===== src/rtl/core_pkg.sv =====
// core_pkg: hazard optype encodings and forwarding-source constants shared by
// the decode control unit and the hazard scoreboard.
package core_pkg;
    typedef enum logic [1:0] {
        OP_NONE  = 2'b00,
        OP_ALU   = 2'b01,
        OP_LOAD  = 2'b10,
        OP_STORE = 2'b11
    } optype_e;

    localparam int FWD_SRC_RF = 0;

    function automatic logic writes_rf(input logic [1:0] op);
        return op == OP_ALU || op == OP_LOAD;
    endfunction
endpackage


===== src/rtl/hazard_stage_reg.sv =====
// hazard_stage_reg: one shadow pipeline slot (valid/rd/optype) with enable
// and asynchronous clear.
module hazard_stage_reg import core_pkg::*; #(
    parameter int REG_AW = 5
) (
    input  logic              clk,
    input  logic              rstn,
    input  logic              en_i,
    input  logic              valid_i,
    input  logic [REG_AW-1:0] rd_i,
    input  logic [1:0]        op_i,
    output logic              valid_o,
    output logic [REG_AW-1:0] rd_o,
    output logic [1:0]        op_o
);
    logic              valid_q;
    logic [REG_AW-1:0] rd_q;
    logic [1:0]        op_q;

    always_ff @(posedge clk or negedge rstn) begin
        if (!rstn) begin
            valid_q <= 1'b0;
            rd_q    <= '0;
            op_q    <= OP_NONE;
        end else if (en_i) begin
            valid_q <= valid_i;
            rd_q    <= rd_i;
            op_q    <= op_i;
        end
    end

    assign valid_o = valid_q;
    assign rd_o    = rd_q;
    assign op_o    = op_q;
endmodule


===== src/rtl/hazard_scoreboard.sv =====
// hazard_scoreboard: RV32I load-use stall, IF/ID flush and operand forwarding
// control, driven by a shadow copy of the stages downstream of ID.
module hazard_scoreboard import core_pkg::*; #(
    parameter int NUM_STAGES = 3,
    parameter int LOAD_LAT   = 1,
    parameter int REG_AW     = 5,
    parameter int FWD_W      = $clog2(NUM_STAGES + 1),
    parameter int CNT_W      = 32
) (
    input  logic              clk,
    input  logic              rstn,
    input  logic              ext_stall,
    input  logic              id_valid,
    input  logic [REG_AW-1:0] id_rs1,
    input  logic [REG_AW-1:0] id_rs2,
    input  logic              id_rs1use,
    input  logic              id_rs2use,
    input  logic [REG_AW-1:0] id_rd,
    input  logic [1:0]        id_optype,
    input  logic              id_branch,
    output logic              stall_pc,
    output logic              stall_ifid,
    output logic              flush_ifid,
    output logic              bubble_idex,
    output logic [FWD_W-1:0]  fwd_a,
    output logic [FWD_W-1:0]  fwd_b,
    output logic [CNT_W-1:0]  stall_cnt
);
    logic [NUM_STAGES:1] st_valid, in_valid, m_a, m_b;
    logic [REG_AW-1:0]   st_rd [1:NUM_STAGES];
    logic [REG_AW-1:0]   in_rd [1:NUM_STAGES];
    logic [1:0]          st_op [1:NUM_STAGES];
    logic [1:0]          in_op [1:NUM_STAGES];
    logic                lu;
    logic [CNT_W-1:0]    cnt_q, cnt_d;

    for (genvar k = 1; k <= NUM_STAGES; k++) begin : g_stage
        if (k == 1) begin : g_head
            assign in_valid[k] = id_valid & ~lu;
            assign in_rd[k]    = id_rd;
            assign in_op[k]    = id_optype;
        end else begin : g_tail
            assign in_valid[k] = st_valid[k-1];
            assign in_rd[k]    = st_rd[k-1];
            assign in_op[k]    = st_op[k-1];
        end
        // A slot produces a register value only for ALU/LOAD ops targeting a non-x0 rd
        assign m_a[k] = id_valid && id_rs1use && st_valid[k] && writes_rf(st_op[k])
                        && st_rd[k] != '0 && st_rd[k] == id_rs1;
        assign m_b[k] = id_valid && id_rs2use && st_valid[k] && writes_rf(st_op[k])
                        && st_rd[k] != '0 && st_rd[k] == id_rs2;
        hazard_stage_reg #(.REG_AW(REG_AW)) u_stage (
            .clk     (clk),
            .rstn    (rstn),
            .en_i    (~ext_stall),
            .valid_i (in_valid[k]),
            .rd_i    (in_rd[k]),
            .op_i    (in_op[k]),
            .valid_o (st_valid[k]),
            .rd_o    (st_rd[k]),
            .op_o    (st_op[k])
        );
    end

    // Scan far-to-near so the nearest producer overwrites the select last
    always_comb begin
        fwd_a = FWD_W'(FWD_SRC_RF);
        fwd_b = FWD_W'(FWD_SRC_RF);
        lu    = 1'b0;
        for (int k = NUM_STAGES; k >= 1; k--) begin
            if (m_a[k]) fwd_a = FWD_W'(k);
            if (m_b[k]) fwd_b = FWD_W'(k);
            if ((m_a[k] || m_b[k]) && st_op[k] == OP_LOAD && k < 1 + LOAD_LAT) lu = 1'b1;
        end
    end

    assign stall_pc    = ext_stall | lu;
    assign stall_ifid  = ext_stall | lu;
    assign bubble_idex = ~ext_stall & lu;
    assign flush_ifid  = ~ext_stall & ~lu & id_branch & id_valid;

    assign cnt_d = (!ext_stall && lu && cnt_q != '1) ? cnt_q + 1'b1 : cnt_q;

    always_ff @(posedge clk or negedge rstn) begin
        if (!rstn) cnt_q <= '0;
        else       cnt_q <= cnt_d;
    end

    assign stall_cnt = cnt_q;
endmodule


===== config.mk =====
export PLATFORM = sky130hd
export DESIGN_NAME = hazard_scoreboard
export DESIGN_NICKNAME = d
export VERILOG_FILES = /design/src/rtl/core_pkg.sv /design/src/rtl/hazard_stage_reg.sv /design/src/rtl/hazard_scoreboard.sv
export SDC_FILE = /design/constraint.sdc
export NUM_CORES = 1
export LEC_CHECK = 0
export CORE_UTILIZATION = 30
export DETAILED_ROUTE_END_ITERATION = 12
export PLACE_DENSITY = 0.55
export SETUP_SLACK_MARGIN = 0.15
export SLEW_MARGIN = 5
export SYNTH_ARGS = -nofsm -noshare
export SYNTH_HDL_FRONTEND = slang
export SYNTH_HIERARCHICAL = 1
export SYNTH_SLANG_ARGS = --single-unit

===== constraint.sdc =====
create_clock -name clk -period 4.85 [get_ports clk]
set_input_delay 0.97 -clock clk [delete_from_list [all_inputs] [get_ports clk]]
set_output_delay 0.97 -clock clk [all_outputs]
set_load 0.02 [all_outputs]

Word-level counts from Yosys, hierarchy flattened
Cells that the tools add are included.
- bits in registers: 56
- input bits: 24
- output and inout port bits: 40
- $add $sub $neg: 1
- equal/unequal tests: 13
- multiplexer cells: 7
- bitwise logic cells: 8
- reduce and logical (&&, ||, !) cells: 37
- operators by type and width (operator ; count):
    $add A32 B1 Y32 const B ; 1
    $ne A32 B32 Y1 const B ; 1
    $eq A5 B5 Y1 ; 6
    $logic_and A1 B1 Y1 ; 29
    $reduce_bool A5 Y1 ; 3
    $mux W2 ; 6
    $eq A2 B1 Y1 const B ; 3
    $eq A2 B2 Y1 const B ; 3
    $and A1 B1 Y1 ; 5
    $logic_or A1 B1 Y1 ; 4
    $not A1 Y1 ; 2
    $logic_not A1 Y1 ; 1
    $mux W1 ; 1
    $or A1 B1 Y1 ; 1

Logic depth before layout (Yosys ltp)
Gate-level depths: netlist of the first run.
- depth in word-level cells: 12
- gate-level depth with buffers: 10

Cells and area by module
Netlist of the first run, hierarchy kept.
- modules (own cells, without submodules) (module ; instances ; cells each ; area an instance (um^2) ; sequential area each (um^2)):
    hazard_scoreboard ; 1 ; 228 ; 2198.4 ; 800.8
    hazard_stage_reg ; 3 ; 17 ; 331.6 ; 200.2

Least setup slack after synthesis of the first run
Ideal clock, no wire load.
- path kind: input-to-output
- start: input port id_rs2[0]
- end: output port stall_pc
- arrival time: 2308 ps
- required time: 3880 ps
- setup slack: 1572 ps
- stages: 7
- buffers on the path: 1
- cell sequence: xnor2_1 -> nand2_1 -> or4_4 -> nor2_1 -> o21ai_0 -> nand2_1 -> buf_4
- longest elaborated chain between the ends: 6
- RTL lines (what ; line ; text):
    start, declared ; hazard_scoreboard.sv:15 ; input logic [REG_AW-1:0] id_rs2,
    $eq A5 B5 Y1 ; hazard_scoreboard.sv:51 ; && st_rd[k] != '0 && st_rd[k] == id_rs2;
    $logic_and A1 B1 Y1 ; hazard_scoreboard.sv:51 ;
    $logic_or A1 B1 Y1 ; hazard_scoreboard.sv:73 ; if ((m_a[k] || m_b[k]) && st_op[k] == OP_LOAD && k < 1 + LOAD_LAT) lu = 1'b1;
    $logic_and A1 B1 Y1 ; hazard_scoreboard.sv:73 ;
    $mux W1 ; hazard_scoreboard.sv:73 ;
    $or A1 B1 Y1 ; -- ;
    end, declared ; hazard_scoreboard.sv:21 ; output logic stall_pc,
Every way passes these cells.

Final worst setup path of the first run
- start: input port id_rs2[3]
- end: output port stall_ifid
- longest elaborated chain between the ends: 6
- RTL lines (what ; line ; text):
    $eq A5 B5 Y1 ; hazard_scoreboard.sv:51 ;
    $logic_and A1 B1 Y1 ; hazard_scoreboard.sv:51 ;
    $logic_or A1 B1 Y1 ; hazard_scoreboard.sv:73 ;
    $logic_and A1 B1 Y1 ; hazard_scoreboard.sv:73 ;
    $mux W1 ; hazard_scoreboard.sv:73 ;
    $or A1 B1 Y1 ; hazard_scoreboard.sv:78 ; assign stall_ifid = ext_stall | lu;
    end, declared ; hazard_scoreboard.sv:22 ; output logic stall_ifid,
Every way passes these cells.

==> flow_summary.json, run 1 <==
{
  "place_area_um2": 3950,
  "drtAntennaViolNets": 0,
  "maxSlewHeadroom": 0.214,
  "synthTopCellsByCount": "dfrtp_1 (56), xnor2_1 (32), xor2_1 (28), mux2_4 (24)",
  "dr.pass1.iters": 4,
  "stdcell_area_um2": 4040,
  "cts-resized-gates": 0,
  "seqCellArea_um2": 1400,
  "p_per_area_nw_per_um2": 244,
  "synth_top_area_share": 0.439,
  "clk_latency_ps": 330,
  "avgSynthCellArea_um2": 11.4,
  "synth_area_leaders": "dfrtp_1 (44%), mux2_4 (11%), xnor2_1 (8.8%)",
  "hold_buffers": 0,
  "core_um2": 10300,
  "cp_max_fo": 4,
  "area_growth_syn_to_layout_pct": 26.6,
  "avgViaCountPerCell": 4.79,
  "start_util": 0.309,
  "crit_arrival_ps": 3440,
  "fp-row-count": 37,
  "dr.first_iter.drc_count": 61,
  "path_class": "in2out",
  "hold_viol": 0,
  "dieArea_um2": 11100,
  "fill_cells": 1013,
  "die_w_um": 105,
  "cp-end-kind": "output pin",
  "multi_input_area_um2": 1700,
  "yosys_warnings": 6,
  "grt_pass1_wl_mm": 12.4,
  "synth-edff-count": 0,
  "cts_tree": "built",
  "hp-class": "reg2reg",
  "grt_max_degree": 57,
  "peakVddDrop_v": 0.000107,
  "setup_viol": 0,
  "layout.nets": 370,
  "ys_seq_elements": 56,
  "grt-ovfl-total": 0,
  "cts_setup_buffers": 0,
  "port_buffers": 63,
  "finalWirelength_mm": 7.61,
  "cts_buffers": 5,
  "yosysUniqueCellTypes": 37,
  "clk_path_buf_depth": 2,
  "synth_area_leader_cell": "dfrtp_1",
  "n_antenna_cell": 0,
  "worst_pin_slew_ps": 1180,
  "vias": 2303,
  "tns_ps": 0,
  "post-dp-hpwl_mm": 5.62,
  "cts_root_buf": "clkbuf_8",
  "cap_viol_max_count": 0,
  "clock_sinks": 56,
  "synth_most_common_cell": "dfrtp_1",
  "gp_congestion": 0.889,
  "netlist_area_um2": 3190,
  "fin_crit_sh": 0.910,
  "drc_errors": 0,
  "synthCells": 279,
  "synth-seq-area-share": 0.439,
  "leakage_nw": 1.67,
  "cp-start-kind": "primary input",
  "path_clk_slew_ps": 110,
  "max_freq_ghz": 0.227,
  "syn_nets": 305,
  "grt_antenna_before_repair": 0,
  "htreeDepth": 2,
  "ios": 64,
  "synth_flop_cell": "dfrtp_1",
  "drive_gt1_frac": 0.165,
  "die_y_um": 105,
  "async_flop_share": 1.00,
  "worstPathRequired_ps": 3880,
  "finalCriticalPeriod_ps": 4410,
  "grt_pass1_vias": 2285,
  "track_usage": 0.145,
  "outcome": "completed",
  "skew_ps": 21.1,
  "wl_per_cell_um": 15.8,
  "rsz0062_at_grt": "false",
  "slew_violations": 0
}
==> state kept, by name (all words and copies together) (netlist names) <==
register                 count
g_stage.u_stage/op_o         6
g_stage.u_stage/rd_o        15
g_stage.u_stage/valid_o      3
stall_cnt                   32
==> final timing paths <==
kind | slack [ps] | start | end | cells after the start
setup / recovery | 440 | id_rs2[3] | stall_ifid | 8
hold / removal | 500 | stall_cnt[11] | stall_cnt[11] | 1
setup reg to reg | 1890 | stall_cnt[14] | stall_cnt[19] | 6
hold reg to reg | 500 | stall_cnt[11] | stall_cnt[11] | 1
max in group asynchronous | 3610 | rstn | g_stage[1].u_stage/valid_o | 2
min in group asynchronous | 750 | rstn | stall_cnt[27] | 2
==> layout make-up <==
cell class | instances | share of cell area
Clock inverter | 3 | 0.00650
Clock buffer | 5 | 0.0170
Multi-Input combinational cell | 208 | 0.420
Sequential cell | 56 | 0.347
Inverter | 6 | 0.00557
Tap cell | 136 | 0.0421
Timing Repair Buffer | 67 | 0.162
==> layer usage <==
metal	routed length, µm	GRT usage	share of wire	up-vias
met4	114	0.0433	0.015	0
met2	3460	0.223	0.45	33
met3	202	0.0256	0.027	9
li1	-	-	-	1121
met1	3830	0.206	0.50	1140
met5	0	0	0	-
==> cells by family after synthesis <==
kind of cell / count (synthesis) / synth area share
and+or+nand+nor: 108 / 0.210
xor gates and xnor gates: 61 / 0.170
buffers and inverters: 15 / 0.0298
muxes: 27 / 0.123
DFF: 56 / 0.439
AOI/OAI and AO/OA: 10 / 0.0212
adders and majority gates: 2 / 0.00784
==> critical path, stage by stage <==
cell	delay, ps
clkdlybuf4s50_1	560
xnor2_1	140
nand2_1	80
or4_4	570
nor2_1	140
o21ai_0	150
nand2_1	200
clkdlybuf4s50_1	640
==> layout by cell type (no fill, tap or decap), types with 3 or more instances in the layout <==
| master | instances |
|---|---|
| clkbuf_8 | 5 |
| nor2_1 | 11 |
| nor4_2 | 11 |
| dfrtp_1 | 56 |
| nand2_1 | 16 |
| xor2_1 | 28 |
| mux2_4 | 24 |
| buf_4 | 4 |
| and3_1 | 4 |
| nand3_1 | 16 |
| nor3_1 | 12 |
| xnor2_1 | 32 |
| or4_1 | 5 |
| o21ai_0 | 4 |
| or3_1 | 3 |
| nand4_1 | 15 |
| inv_1 | 5 |
| clkdlybuf4s50_1 | 62 |
==> power breakdown <==
part	switching, mW	internal (mW)	leakage [nW]	total [mW]
Clock	0.172	0.106	0.0423	0.278
Sequential	0.0483	0.497	0.718	0.545
Combinational	0.0597	0.102	0.913	0.162
Total	0.281	0.705	1.67	0.985
==> per-stage QoR <==
step | hold slack, ps | power, mW | setup WS [ps] | util | cells
floorplan | 482 | 0.650 | 1570 | - | 279
global placement | 486 | 0.720 | 507 | 0.382 | 473
detailed placement | 485 | 0.717 | 443 | 0.382 | 473
CTS | 508 | 0.999 | 434 | 0.392 | 481
global route | 520 | 1.03 | 311 | 0.392 | 481
finish | 504 | 0.985 | 438 | 0.392 | 481
(Power assumes the default switching activity.)
==> run 2, diff against run 1 <==
--- a/config.mk
+++ b/config.mk
@@ -5,9 +5,11 @@
 export SDC_FILE = /design/constraint.sdc
 export NUM_CORES = 1
 export LEC_CHECK = 0
-export CORE_UTILIZATION = 30
+export ABC_AREA = 1
+export CORE_UTILIZATION = 58
+export CTS_BUF_LIST = sky130_fd_sc_hd__clkbuf_8 sky130_fd_sc_hd__clkbuf_16
 export DETAILED_ROUTE_END_ITERATION = 12
-export PLACE_DENSITY = 0.55
+export PLACE_DENSITY = 0.9
 export SETUP_SLACK_MARGIN = 0.15
 export SLEW_MARGIN = 5
 export SYNTH_ARGS = -nofsm -noshare
==> run 2 against run 1 <==
  * Global-route usage is 14 points higher
  * Largest power group unchanged
  * Fmax is 10% higher
  * First-iteration DRC count grew to 4.8 times the previous value
  * Die area is 37% lower
  * Power is 6.0% lower
  * Flip-flop and latch count stayed put
  * Non-clock buffer count is 2 lower
  * Clock skew is 11 ps lower
  * Core utilization is 32 points higher
==> flow_summary.json, run 2 <==
{
  "grt_pass1_wl_mm": 15.8,
  "dr.pass1.iters": 5,
  "cp-end-kind": "output pin",
  "drc_errors": 0,
  "cts_root_buf": "clkbuf_8",
  "power.internal_uw": 654,
  "ys_seq_elements": 56,
  "cts_buffers": 5,
  "hp-class": "reg2reg",
  "avgViaCountPerCell": 5.22,
  "cts_tree": "built",
  "leakage_nw": 2.19,
  "dr.first_iter.drc_count": 292,
  "synthTopCellsByCount": "nand2_1 (240), dfrtp_1 (56), inv_1 (52), nor2_1 (49), nand2_2 (39)",
  "synth_most_common_cell": "nand2_1",
  "most-common-layout-cells": "nand2_1 (240), clkdlybuf4s50_1 (62), dfrtp_1 (56)",
  "synth_top_area_share": 0.366,
  "tns_ps": 0,
  "p_sw_frac": 0.294,
  "post-place-ws_ps": 883,
  "netlist_area_um2": 3830,
  "clock_sinks": 56,
  "cp_max_fo": 5,
  "synth_flop_cell": "dfrtp_1",
  "synth.mux.area_fraction": 0,
  "grt-ovfl-total": 0,
  "avgSynthCellArea_um2": 6.97,
  "path_class": "in2out",
  "drive_gt1_frac": 0.106,
  "async_flop_share": 1.00,
  "synth-xor-area-share": 0.105,
  "utilization": 0.716,
  "place_area_um2": 4450,
  "skew_ps": 9.84,
  "synth_top_family_by_area": "simple AND/OR/NAND/NOR gates",
  "yosys_warnings": 6,
  "cp-start-kind": "primary input",
  "slew_violations": 0,
  "worst_pin_slew_ps": 684,
  "power_frac_clock": 0.289,
  "largest_reg_flops": 32,
  "peakVddDrop_v": 0.000166,
  "worstPathRequired_ps": 3880,
  "crit_arrival_ps": 3040,
  "ios": 64,
  "finalWirelength_mm": 9.50,
  "grt_max_degree": 57,
  "core_um2": 6350,
  "synth_adder_area_share": 0.00653,
  "wl_per_cell_um": 13.8,
  "comb_power_share": 0.152,
  "hold_buffers": 0,
  "yosysUniqueCellTypes": 28,
  "vias": 3599,
  "p_switching_uw": 272,
  "finalCriticalPeriod_ps": 4010,
  "p_per_area_nw_per_um2": 204,
  "clk_path_buf_depth": 2,
  "synth_compound_area_frac": 0.0163,
  "synth_area_leader_cell": "dfrtp_1",
  "setup_viol": 0,
  "gp_congestion": 0.921,
  "stdcell_area_um2": 4550,
  "grt_antenna_before_repair": 0,
  "max_freq_ghz": 0.249,
  "dieArea_um2": 6940,
  "seq_power_share": 0.560,
  "fin_crit_sh": 0.826,
  "fin_ws_ps": 842,
  "rsz0062_at_grt": "false",
  "clk_latency_ps": 310,
  "post-dp-hpwl_mm": 7.28,
  "hold_viol": 0,
  "maxSlewHeadroom": 0.544,
  "drtAntennaViolNets": 0,
  "htreeDepth": 2,
  "synth-simple-area-share": 0.418,
  "cts-resized-gates": 0,
  "die_w_um": 83.3,
  "grt_pass1_vias": 3187,
  "area_growth_syn_to_layout_pct": 18.7,
  "outcome": "completed",
  "fp-row-count": 29,
  "track_usage": 0.284,
  "port_buffers": 63,
  "synthCells": 550,
  "syn_nets": 576,
  "synth-seq-area-share": 0.366,
  "cts_setup_buffers": 0,
  "layout.nets": 638,
  "cap_viol_max_count": 0,
  "layout.cells.most_common": "nand2_1",
  "die_y_um": 83.3,
  "start_util": 0.604,
  "synth-edff-count": 0,
  "synth_area_leaders": "dfrtp_1 (37%), nand2_1 (24%), xor2_1 (6.9%)",
  "path_clk_slew_ps": 100,
  "n_antenna_cell": 0
}
-- run 2: cell count changes after synthesis, sizes merged, moves of 4 or more --
| cell | previous run | this run |
|---|---|---|
| and3 | 4 | 0 |
| inv | 6 | 58 |
| mux2 | 26 | 0 |
| nand2 | 16 | 280 |
| nand3 | 16 | 8 |
| nand4 | 15 | 5 |
| nor2 | 12 | 51 |
| nor3 | 12 | 21 |
| nor4 | 13 | 0 |
| o22ai | 0 | 4 |
| or4 | 7 | 0 |
| xnor2 | 33 | 16 |
-- run 2: layout make-up --
type	instances	area (µm²)
clock buffer	5	68.8
clock inverter	3	26.3
fill	549	1800
inverter	59	223
multi-input combinational	425	2090
sequential	56	1400
tap	77	96.3
timing repair buffer	65	641
-- run 2: metal layers --
| metal | wire [µm] | vias to the layer above | GRT usage |
|---|---|---|---|
| met5 | 0 | - | 0 |
| met4 | 104 | 0 | 0.0690 |
| met3 | 641 | 9 | 0.0368 |
| met2 | 4080 | 143 | 0.400 |
| met1 | 4680 | 1665 | 0.457 |
| li1 | - | 1782 | - |
-- run 2: critical path, cell delays in order --
cell	delay (ps)
clkdlybuf4s50_1	550
inv_2	90
nand2_1	50
nand2_1	60
inv_1	40
nand2_1	80
nor2_1	50
nand2_1	120
nand2_4	100
nand2_1	100
nand2_1	90
nor2_1	100
clkdlybuf4s50_1	630
-- run 2: cells by family after synthesis --
logic type	count (synthesis)
buffers and inverters	69
AOI/OAI and AO/OA	11
xor gates and xnor gates	46
DFF	56
adders and majority gates	2
and+or+nand+nor	366
-- run 2: final timing paths --
check                                              to                  startpoint  cells after the start  slack (ps)
setup reg to reg                         stall_cnt[7]  g_stage[1].u_stage/op_o[0]                     13        2610
hold reg to reg            g_stage[3].u_stage/rd_o[3]  g_stage[3].u_stage/rd_o[3]                      2         490
min in group asynchronous               stall_cnt[17]                        rstn                      2         780
max in group asynchronous  g_stage[1].u_stage/rd_o[4]                        rstn                      2        3620
hold / removal             g_stage[3].u_stage/rd_o[3]  g_stage[3].u_stage/rd_o[3]                      2         490
setup / recovery                           flush_ifid                   id_rs2[3]                     13         840
-- run 2: through the flow --
step,std cells,hold WS (ps),power [mW]
floorplan,550,442,0.605
global placement,682,456,0.662
detailed placement,682,465,0.666
CTS,690,490,0.935
global route,690,511,0.973
finish,690,491,0.926
-- run 2: power groups by stage --
stage | clock network, mW | logic, mW | registers, mW
2_1_floorplan | 0 | 0.0870 | 0.518
3_3_place_gp | 0 | 0.136 | 0.526
3_5_place_dp | 0 | 0.139 | 0.527
4_1_cts | 0.277 | 0.140 | 0.518
5_1_grt | 0.293 | 0.158 | 0.522
6_report | 0.268 | 0.140 | 0.518
==> run 3, diff against run 2 <==
--- a/config.mk
+++ b/config.mk
@@ -6,10 +6,10 @@
 export NUM_CORES = 1
 export LEC_CHECK = 0
 export ABC_AREA = 1
-export CORE_UTILIZATION = 58
+export CORE_UTILIZATION = 54
 export CTS_BUF_LIST = sky130_fd_sc_hd__clkbuf_8 sky130_fd_sc_hd__clkbuf_16
 export DETAILED_ROUTE_END_ITERATION = 12
-export PLACE_DENSITY = 0.9
+export PLACE_DENSITY = 0.85
 export SETUP_SLACK_MARGIN = 0.15
 export SLEW_MARGIN = 5
 export SYNTH_ARGS = -nofsm -noshare
==> constraint.sdc (replaced) <==
create_clock -name clk -period 4 [get_ports clk]
set_input_delay 0.8 -clock clk [delete_from_list [all_inputs] [get_ports clk]]
set_output_delay 0.8 -clock clk [all_outputs]
set_load 0.02 [all_outputs]
==> run 3 against run 2 <==
  * Wire length grew 2.9%
  * Die area increased by 7.2%
  * Global-route usage decreased by 0.32 points
  * Power is 32% higher
  * Flip-flop and latch count unchanged
  * Critical path depth did not move
  * Sequential power increased by 22%
  * Via count down 0.58%
  * Clock power rose by 58%
  * Setup slack lost 480 ps
  * Critical endpoint unchanged
==> flow_summary.json, run 3 (synthesis gave the netlist of run 2 again) <==
{
  "leakage_nw": 2.20,
  "area_growth_syn_to_layout_pct": 20.2,
  "rsz0062_at_grt": "false",
  "cts_setup_buffers": 0,
  "cp_max_fo": 4,
  "dieArea_um2": 7440,
  "cap_viol_max_count": 0,
  "peakVddDrop_v": 0.000224,
  "fp-row-count": 30,
  "most-common-layout-cells": "nand2_1 (240), clkdlybuf4s50_1 (62), dfrtp_1 (56)",
  "largest_reg_flops": 32,
  "grt-ovfl-total": 0,
  "hp-class": "in2async",
  "cts_buffers": 5,
  "grt_pass1_wl_mm": 16.1,
  "worstPathRequired_ps": 3200,
  "critPathBufInv": 4,
  "wl_per_cell_um": 13.8,
  "tns_ps": 0,
  "fill_cells": 641,
  "htreeDepth": 2,
  "drtAntennaViolNets": 0,
  "multi_input_area_um2": 2090,
  "vias": 3578,
  "dp.cells": 701,
  "max_freq_ghz": 0.275,
  "maxSlewHeadroom": 0.607,
  "seq_power_share": 0.515,
  "utilization": 0.674,
  "drive_gt1_frac": 0.105,
  "core_um2": 6830,
  "post-dp-hpwl_mm": 7.59,
  "grt_pass1_vias": 3241,
  "path_class": "in2out",
  "finalCriticalPeriod_ps": 3640,
  "layout.nets": 638,
  "path_common_cell": "nand2_1",
  "hold_viol": 0,
  "p_switching_uw": 312,
  "p_sw_frac": 0.255,
  "ios": 64,
  "finalWirelength_mm": 9.77,
  "n_antenna_cell": 0,
  "dr.first_iter.drc_count": 211,
  "start_util": 0.561,
  "gp_congestion": 0.928,
  "drc_errors": 0,
  "port_buffers": 63,
  "cp-start-kind": "primary input",
  "grt_antenna_before_repair": 0,
  "die_w_um": 86.2,
  "path_clk_slew_ps": 100,
  "comb_power_share": 0.139,
  "skew_ps": 10.4,
  "seqCellArea_um2": 1400,
  "power_frac_clock": 0.346,
  "dr.pass1.iters": 5,
  "fin_cells": 708,
  "cts_tree": "built",
  "layout.cells.most_common": "nand2_1",
  "clk_latency_ps": 300,
  "clk_path_buf_depth": 2,
  "clock_sinks": 56,
  "outcome": "completed",
  "power.internal_uw": 912,
  "hold_buffers": 0,
  "crit_arrival_ps": 2840,
  "setup_viol": 0,
  "crit_family": "buffers and inverters",
  "fin_crit_sh": 0.909,
  "avgViaCountPerCell": 5.05,
  "cp-end-kind": "output pin",
  "track_usage": 0.281,
  "cp_slowest_cell": "clkdlybuf4s50_1",
  "path_cells": "clkdlybuf4s50_1 -> inv_1 -> nand2_1 -> nand2_1 -> inv_1 -> nand2_1 -> nor2_1 -> nand2_1 -> nand2_4 -> nand2_1 -> nand2_1 -> nor2_1 -> clkdlybuf4s50_1",
  "cts-resized-gates": 0,
  "cpPeakStageDelay_ps": 610,
  "worst_pin_slew_ps": 589,
  "slew_violations": 0,
  "grt_max_degree": 35,
  "p_per_area_nw_per_um2": 266,
  "die_y_um": 86.2,
  "cts_root_buf": "clkbuf_8"
}
-- run 3: worst paths after layout --
path | start | end | slack (ps) | cells past startpoint
max in group asynchronous | rstn | stall_cnt[28] | 2660 | 2
hold reg to reg | g_stage[3].u_stage/rd_o[3] | g_stage[3].u_stage/rd_o[3] | 490 | 2
setup reg to reg | g_stage[1].u_stage/op_o[0] | stall_cnt[11] | 1750 | 13
setup / recovery | id_rs2[1] | flush_ifid | 360 | 13
min in group clk | g_stage[3].u_stage/rd_o[3] | g_stage[3].u_stage/rd_o[3] | 490 | 2
hold / removal | rstn | g_stage[3].u_stage/rd_o[3] | 490 | 1
-- run 3: per-stage QoR --
stage	total power, mW	instance area (µm²)	setup WS, ps	hold WS (ps)
6_report	1.22	4610	364	486
5_1_grt	1.28	4610	250	509
4_1_cts	1.23	4610	360	490
3_5_place_dp	0.810	4480	370	467
3_3_place_gp	0.807	4480	341	455
2_1_floorplan	0.733	3830	1470	442
-- run 3: routing by layer --
| metal | global-route usage | wire length, µm |
|---|---|---|
| met4 | 0.0515 | 103 |
| met3 | 0.0400 | 550 |
| met2 | 0.416 | 4270 |
| met5 | 0 | 0 |
| met1 | 0.439 | 4840 |
-- run 3: power groups by stage --
stage          registers, mW  logic (mW)  clock network [mW]
6_report               0.630       0.170               0.423
5_1_grt                0.634       0.193               0.451
4_1_cts                0.630       0.171               0.430
3_5_place_dp           0.641       0.169                   0
3_3_place_gp           0.640       0.167                   0
2_1_floorplan          0.628       0.106                   0
-- run 3: cell type report --
type	instances	area share
Sequential cell	56	0.304
Multi-Input combinational cell	425	0.454
Tap cell	96	0.0261
Inverter	59	0.0483
Timing Repair Buffer	65	0.139
Clock inverter	2	0.0130
Clock buffer	5	0.0149
